**src/rtl/muldiv_sequencer.sv**
```systemverilog
// rtl/muldiv_sequencer.sv - iterative RV32M multiply/divide sequencer with pipeline stall
module muldiv_sequencer #(
  parameter int XLEN  = 32,
  parameter int CNT_W = $clog2(XLEN)
) (
  input  logic            clk,
  input  logic            rst,
  input  logic            start,
  input  logic            kill,
  input  logic [2:0]      funct3,
  input  logic [XLEN-1:0] op_a,
  input  logic [XLEN-1:0] op_b,
  output logic            busy,
  output logic            stall,
  output logic            done,
  output logic [XLEN-1:0] result
);

  typedef enum logic [1:0] {S_IDLE, S_CALC, S_FIX, S_DONE} state_t;

  localparam logic [XLEN-1:0] MIN_NEG = {1'b1, {(XLEN-1){1'b0}}};
  localparam logic [CNT_W-1:0] LAST_STEP = CNT_W'(XLEN - 1);

  state_t           state_q, state_d;
  logic [2:0]       f3_q, f3_d;
  logic             sign_a_q, sign_a_d;
  logic             sign_b_q, sign_b_d;
  logic [XLEN-1:0]  acc_q, acc_d;       // product upper half / partial remainder
  logic [XLEN-1:0]  lo_q, lo_d;         // multiplier / quotient
  logic [XLEN-1:0]  mcand_q, mcand_d;   // multiplicand / divisor magnitude
  logic [CNT_W-1:0] cnt_q, cnt_d;
  logic [XLEN-1:0]  result_q, result_d;

  // Operand decode for a new request: signedness, magnitudes and fast-path cases.
  logic            is_div, signed_a, signed_b, in_sa, in_sb;
  logic [XLEN-1:0] mag_a, mag_b, fast_res;
  logic            div_zero, div_ovf, take_new;

  always_comb begin
    is_div   = funct3[2];
    signed_a = (funct3 == 3'b001) | (funct3 == 3'b010) | (funct3 == 3'b100) | (funct3 == 3'b110);
    signed_b = (funct3 == 3'b001) | (funct3 == 3'b100) | (funct3 == 3'b110);
    in_sa    = signed_a & op_a[XLEN-1];
    in_sb    = signed_b & op_b[XLEN-1];
    mag_a    = in_sa ? (~op_a + 1'b1) : op_a;
    mag_b    = in_sb ? (~op_b + 1'b1) : op_b;
    div_zero = is_div & (op_b == '0);
    div_ovf  = is_div & ~funct3[0] & (op_a == MIN_NEG) & (op_b == '1);
    if (div_zero) fast_res = funct3[1] ? op_a : '1;
    else          fast_res = funct3[1] ? '0 : op_a;
    take_new = start & ~kill & ((state_q == S_IDLE) | (state_q == S_DONE));
  end

  // One iteration step of shift-add multiply and restoring divide.
  logic [XLEN:0]     mul_sum, rem_sh, rem_sub;
  logic              rem_ge;
  logic [2*XLEN-1:0] prod, prod_fix;
  logic [XLEN-1:0]   quot_fix, rem_fix, fix_res;

  always_comb begin
    mul_sum  = {1'b0, acc_q} + (lo_q[0] ? {1'b0, mcand_q} : '0);
    rem_sh   = {acc_q, lo_q[XLEN-1]};
    rem_sub  = rem_sh - {1'b0, mcand_q};
    rem_ge   = rem_sh >= {1'b0, mcand_q};
    prod     = {acc_q, lo_q};
    prod_fix = (sign_a_q ^ sign_b_q) ? (~prod + 1'b1) : prod;
    quot_fix = (sign_a_q ^ sign_b_q) ? (~lo_q + 1'b1) : lo_q;
    rem_fix  = sign_a_q ? (~acc_q + 1'b1) : acc_q;
    case (f3_q)
      3'b000:                   fix_res = prod_fix[XLEN-1:0];
      3'b001, 3'b010, 3'b011:   fix_res = prod_fix[2*XLEN-1:XLEN];
      3'b100, 3'b101:           fix_res = quot_fix;
      default:                  fix_res = rem_fix;
    endcase
  end

  // Next-state and datapath update; kill overrides everything and keeps the result.
  always_comb begin
    state_d  = state_q;
    f3_d     = f3_q;
    sign_a_d = sign_a_q;
    sign_b_d = sign_b_q;
    acc_d    = acc_q;
    lo_d     = lo_q;
    mcand_d  = mcand_q;
    cnt_d    = cnt_q;
    result_d = result_q;
    if (kill) begin
      state_d = S_IDLE;
    end else begin
      case (state_q)
        S_IDLE, S_DONE: begin
          if (take_new) begin
            if (div_zero | div_ovf) begin
              result_d = fast_res;
              state_d  = S_DONE;
            end else begin
              f3_d     = funct3;
              sign_a_d = in_sa;
              sign_b_d = in_sb;
              acc_d    = '0;
              lo_d     = is_div ? mag_a : mag_b;
              mcand_d  = is_div ? mag_b : mag_a;
              cnt_d    = '0;
              state_d  = S_CALC;
            end
          end else begin
            state_d = S_IDLE;
          end
        end
        S_CALC: begin
          if (f3_q[2]) begin
            acc_d = rem_ge ? rem_sub[XLEN-1:0] : rem_sh[XLEN-1:0];
            lo_d  = {lo_q[XLEN-2:0], rem_ge};
          end else begin
            acc_d = mul_sum[XLEN:1];
            lo_d  = {mul_sum[0], lo_q[XLEN-1:1]};
          end
          cnt_d = cnt_q + 1'b1;
          if (cnt_q == LAST_STEP) state_d = S_FIX;
        end
        S_FIX: begin
          result_d = fix_res;
          state_d  = S_DONE;
        end
        default: state_d = S_IDLE;
      endcase
    end
  end

  // State and datapath registers with asynchronous active-low clear.
  always_ff @(posedge clk or negedge rst) begin
    if (!rst) begin
      state_q  <= S_IDLE;
      f3_q     <= '0;
      sign_a_q <= 1'b0;
      sign_b_q <= 1'b0;
      acc_q    <= '0;
      lo_q     <= '0;
      mcand_q  <= '0;
      cnt_q    <= '0;
      result_q <= '0;
    end else begin
      state_q  <= state_d;
      f3_q     <= f3_d;
      sign_a_q <= sign_a_d;
      sign_b_q <= sign_b_d;
      acc_q    <= acc_d;
      lo_q     <= lo_d;
      mcand_q  <= mcand_d;
      cnt_q    <= cnt_d;
      result_q <= result_d;
    end
  end

  // Status outputs; stall covers the request cycle so the pipeline freezes at once.
  always_comb begin
    busy   = (state_q == S_CALC) | (state_q == S_FIX);
    done   = (state_q == S_DONE);
    stall  = busy | (start & ~kill & (state_q == S_IDLE));
    result = result_q;
  end

endmodule

```
**config.mk**
```make
export PLATFORM = sky130hd
export DESIGN_NAME = muldiv_sequencer
export DESIGN_NICKNAME = d
export VERILOG_FILES = /design/src/rtl/muldiv_sequencer.sv
export SDC_FILE = /design/constraint.sdc
export NUM_CORES = 1
export LEC_CHECK = 0
export CORE_ASPECT_RATIO = 1.25
export CORE_MARGIN = 1.5
export CORE_UTILIZATION = 45
export DETAILED_ROUTE_END_ITERATION = 7
export PLACE_DENSITY = 0.61
export REMOVE_ABC_BUFFERS = 1
export SYNTH_ARGS = -nofsm -noshare
export SYNTH_HDL_FRONTEND = slang
export SYNTH_SLANG_ARGS = --single-unit
```
**constraint.sdc**
```tcl
create_clock -name clk -period 4.4 [get_ports clk]
set_input_delay 0.88 -clock clk [delete_from_list [all_inputs] [get_ports clk]]
set_output_delay 0.88 -clock clk [all_outputs]
set_load 0.03 [all_outputs]
```
==> flow_summary.ini <==
[clocking]
cts_buffers = 17
post-cts-setup-buffers = 0
clkLatencyLatePin_ns = 0.47
cts_sinks = 140
path_clk_slew_ns = 0.06
cts_tree = yes
cts.repair.resized = 0
root_buffer = clkbuf_16
clockBufferDepth = 2
cts_hold_buf = 0
htree_num_levels = 4

[synth]
synth_edf_count = 0
yosys_register_bits = 140
synth_area_um2 = 15350
synth.yosys.warnings = 0
yosysUniqueCellTypes = 81
avgSynthCellArea_um2 = 7.393
ys_seq_area_share_pct = 22.83
synth_flop_cell = dfrtp_1
syn_inst = 2076
synthArstFlopShare_pct = 100.0

[cells_and_area]
final_util_pct = 52.19
fin_cells = 2558
syn2layout_area_growth_pct = 14.24
antennaDiodeCount = 0
nets = 2272
drive_above_1_share_pct = 7.916
fin_area_um2 = 17530

[timing]
holdWs_ns = 0.4756
setup_viol = 0
slew_violations = 0
fin_crit_sh_pct = 86.03
worst_slew_pin_slew_ns = 0.9875
fmax_ghz = 0.2642
setup_tns_ns = 0
slew-limit-headroom_pct = 34.17
hold_viol_final = 0
rsz0062_at_grt = false
fin_ws_ns = 0.6145
skew_ns = 0.01269
period_needed_ns = 3.785

[routing]
avgRoutedWirePerCell_um = 21.80
drt_first_pass_iters = 5
drcViolationCount = 0
drt_wl_total_um = 55760
num_vias = 15969
via_per_inst = 6.243
ant_nets = 0
drt_iter0_drc = 1142

[floorplan]
die_h_um = 209.5
fp-row-count = 75
core_area_um2 = 33590
ios = 106
start_util_pct = 45.68
fp.dieW_um = 168.2
die-area_um2 = 35230

[global_routing]
grt_pass1_wl_um = 86660
antenna_found_initial = 1
grt_overflow = 0
grt_use_total_pct = 31.87
grt_pass1_vias = 15133
grt_max_degree = 107

[placed_design]
gp_congestion = 0.9244
hpwlAfterDp_um = 43050
dpl_cell_area_um2 = 16990
pre_cts_slack_ns = 0.1228
dp.cells = 2528
io_buffer_count = 105

[setup_path]
cp-end-kind = flop
startpoint_type = input port
crit_top_cell = or3_1
crit_required_ns = 4.81
crit_buf_inv = 1
cp.arrival_ns = 4.19
critical-path-slowest-cell = clkdlybuf4s50_1
worstPathMaxFanout = 31
path_delay_family = simple AND/OR/NAND/NOR gates
crit_type = in -> reg
crit_chain = clkdlybuf4s50_1, or3_1, or3_1, nor3_1, and4_1, nand2b_2, nand2b_1, a21o_2, a2111oi_2, a221o_1
cp_slowest_stage_delay_ns = 0.54

[power]
vdd_drop_max_v = 0.0004312
p_per_area_nw_per_um2 = 790.7
power_mw = 13.86
p_leak_nw = 7.409

[outcome]
status = complete, no violations

[flow_run]
cap_violations = 0

[hold_path]
hold_class = reg -> reg
kinds of logic after synthesis:
group	count (synthesis)	share of synthesized area, %
xor+xnor	180	10.27
simple gates	680	20.60
buf+inv	222	5.715
compound gates	696	28.67
mux	58	4.036
fa+ha+maj	100	7.875
flops	140	22.83
final timing paths:
path / slack, ns / end / from / depth (start not counted)
setup / recovery: 0.61 / result[15] / op_a[24] / 10
hold / removal: 0.48 / mcand_q[8] / mcand_q[8] / 2
setup reg to reg: 0.79 / result[20] / acc_q[1] / 11
hold reg to reg: 0.48 / mcand_q[8] / mcand_q[8] / 2
max in group asynchronous: 3.02 / mcand_q[30] / rst / 2
min in group asynchronous: 0.49 / mcand_q[6] / rst / 1
routing by layer:
metal	wire length (µm)	track usage, %	up-vias
met2	26400	53.46	616
met4	2443	14.75	0
met3	3069	2.772	119
li1	-	-	7647
met5	0	0	-
met1	23850	41.63	7587
flip-flops by register name, indices dropped and copies added (netlist names):
name / count
sign_a_q: 1
lo_q: 32
result: 32
sign_b_q: 1
state_q: 2
f3_q: 3
mcand_q: 32
cnt_q: 5
acc_q: 32
where the power goes:
part / internal, mW / leakage (nW) / switching [mW]
clock network: 0.811 / 0.269 / 0.604
logic: 3.80 / 5.34 / 5.98
registers: 1.83 / 1.80 / 0.841
placed cells by master (no fill, tap or decap), drive strengths merged, types with 31 or more instances in the layout:
cell type	count
nor2	221
nand2	209
o21ai	196
a21oi	182
dfrtp	140
xnor2	104
clkdlybuf4s50	103
buf	79
xor2	76
ha	75
inv	68
nor3	49
a21o	45
a211oi	42
nand3	32
mux2	31
a31oi	31
cell type report:
cell class / instances / area, µm²
fill: 3371 / 16060
multi-input combinational: 1714 / 11010
sequential: 140 / 3505
timing repair buffer: 182 / 1690
tap: 423 / 529.3
clock buffer: 23 / 478.0
inverter: 69 / 259.0
clock inverter: 7 / 66.31
worst reg2reg max path: cells and delay by family (launching register included):
kind,cells,cell delay (ns)
AO/OA/AOI/OAI,3,0.68
XOR/XNOR,1,0.07
adder cells (fa/ha/maj),1,0.26
buffers and inverters,1,0.20
flip-flops,1,0.52
AND/OR/NAND/NOR,5,1.79
synth_stat cells (18+ instances only):
library cell | instances | area share [%]
nor2_1 | 220 | 5.4
nand2_1 | 209 | 5.1
o21ai_0 | 195 | 6.4
a21oi_1 | 182 | 5.9
dfrtp_1 | 140 | 23
clkbuf_1 | 128 | 3.1
xnor2_1 | 104 | 5.9
xor2_1 | 76 | 4.3
ha_1 | 75 | 6.1
inv_1 | 68 | 1.7
nor3_1 | 49 | 1.6
a21o_1 | 45 | 2.2
a211oi_1 | 42 | 2.1
nand3_1 | 32 | 1.0
a31oi_1 | 31 | 1.3
mux2_2 | 31 | 2.3
mux2i_1 | 27 | 1.8
or3_1 | 27 | 1.1
a22oi_1 | 25 | 1.2
nand4_1 | 24 | 0.98
o31ai_1 | 24 | 1.2
maj3_1 | 23 | 1.5
o211ai_1 | 19 | 0.93
nor4_1 | 18 | 0.73
Note: power is estimated with default switching activity, not from simulation.
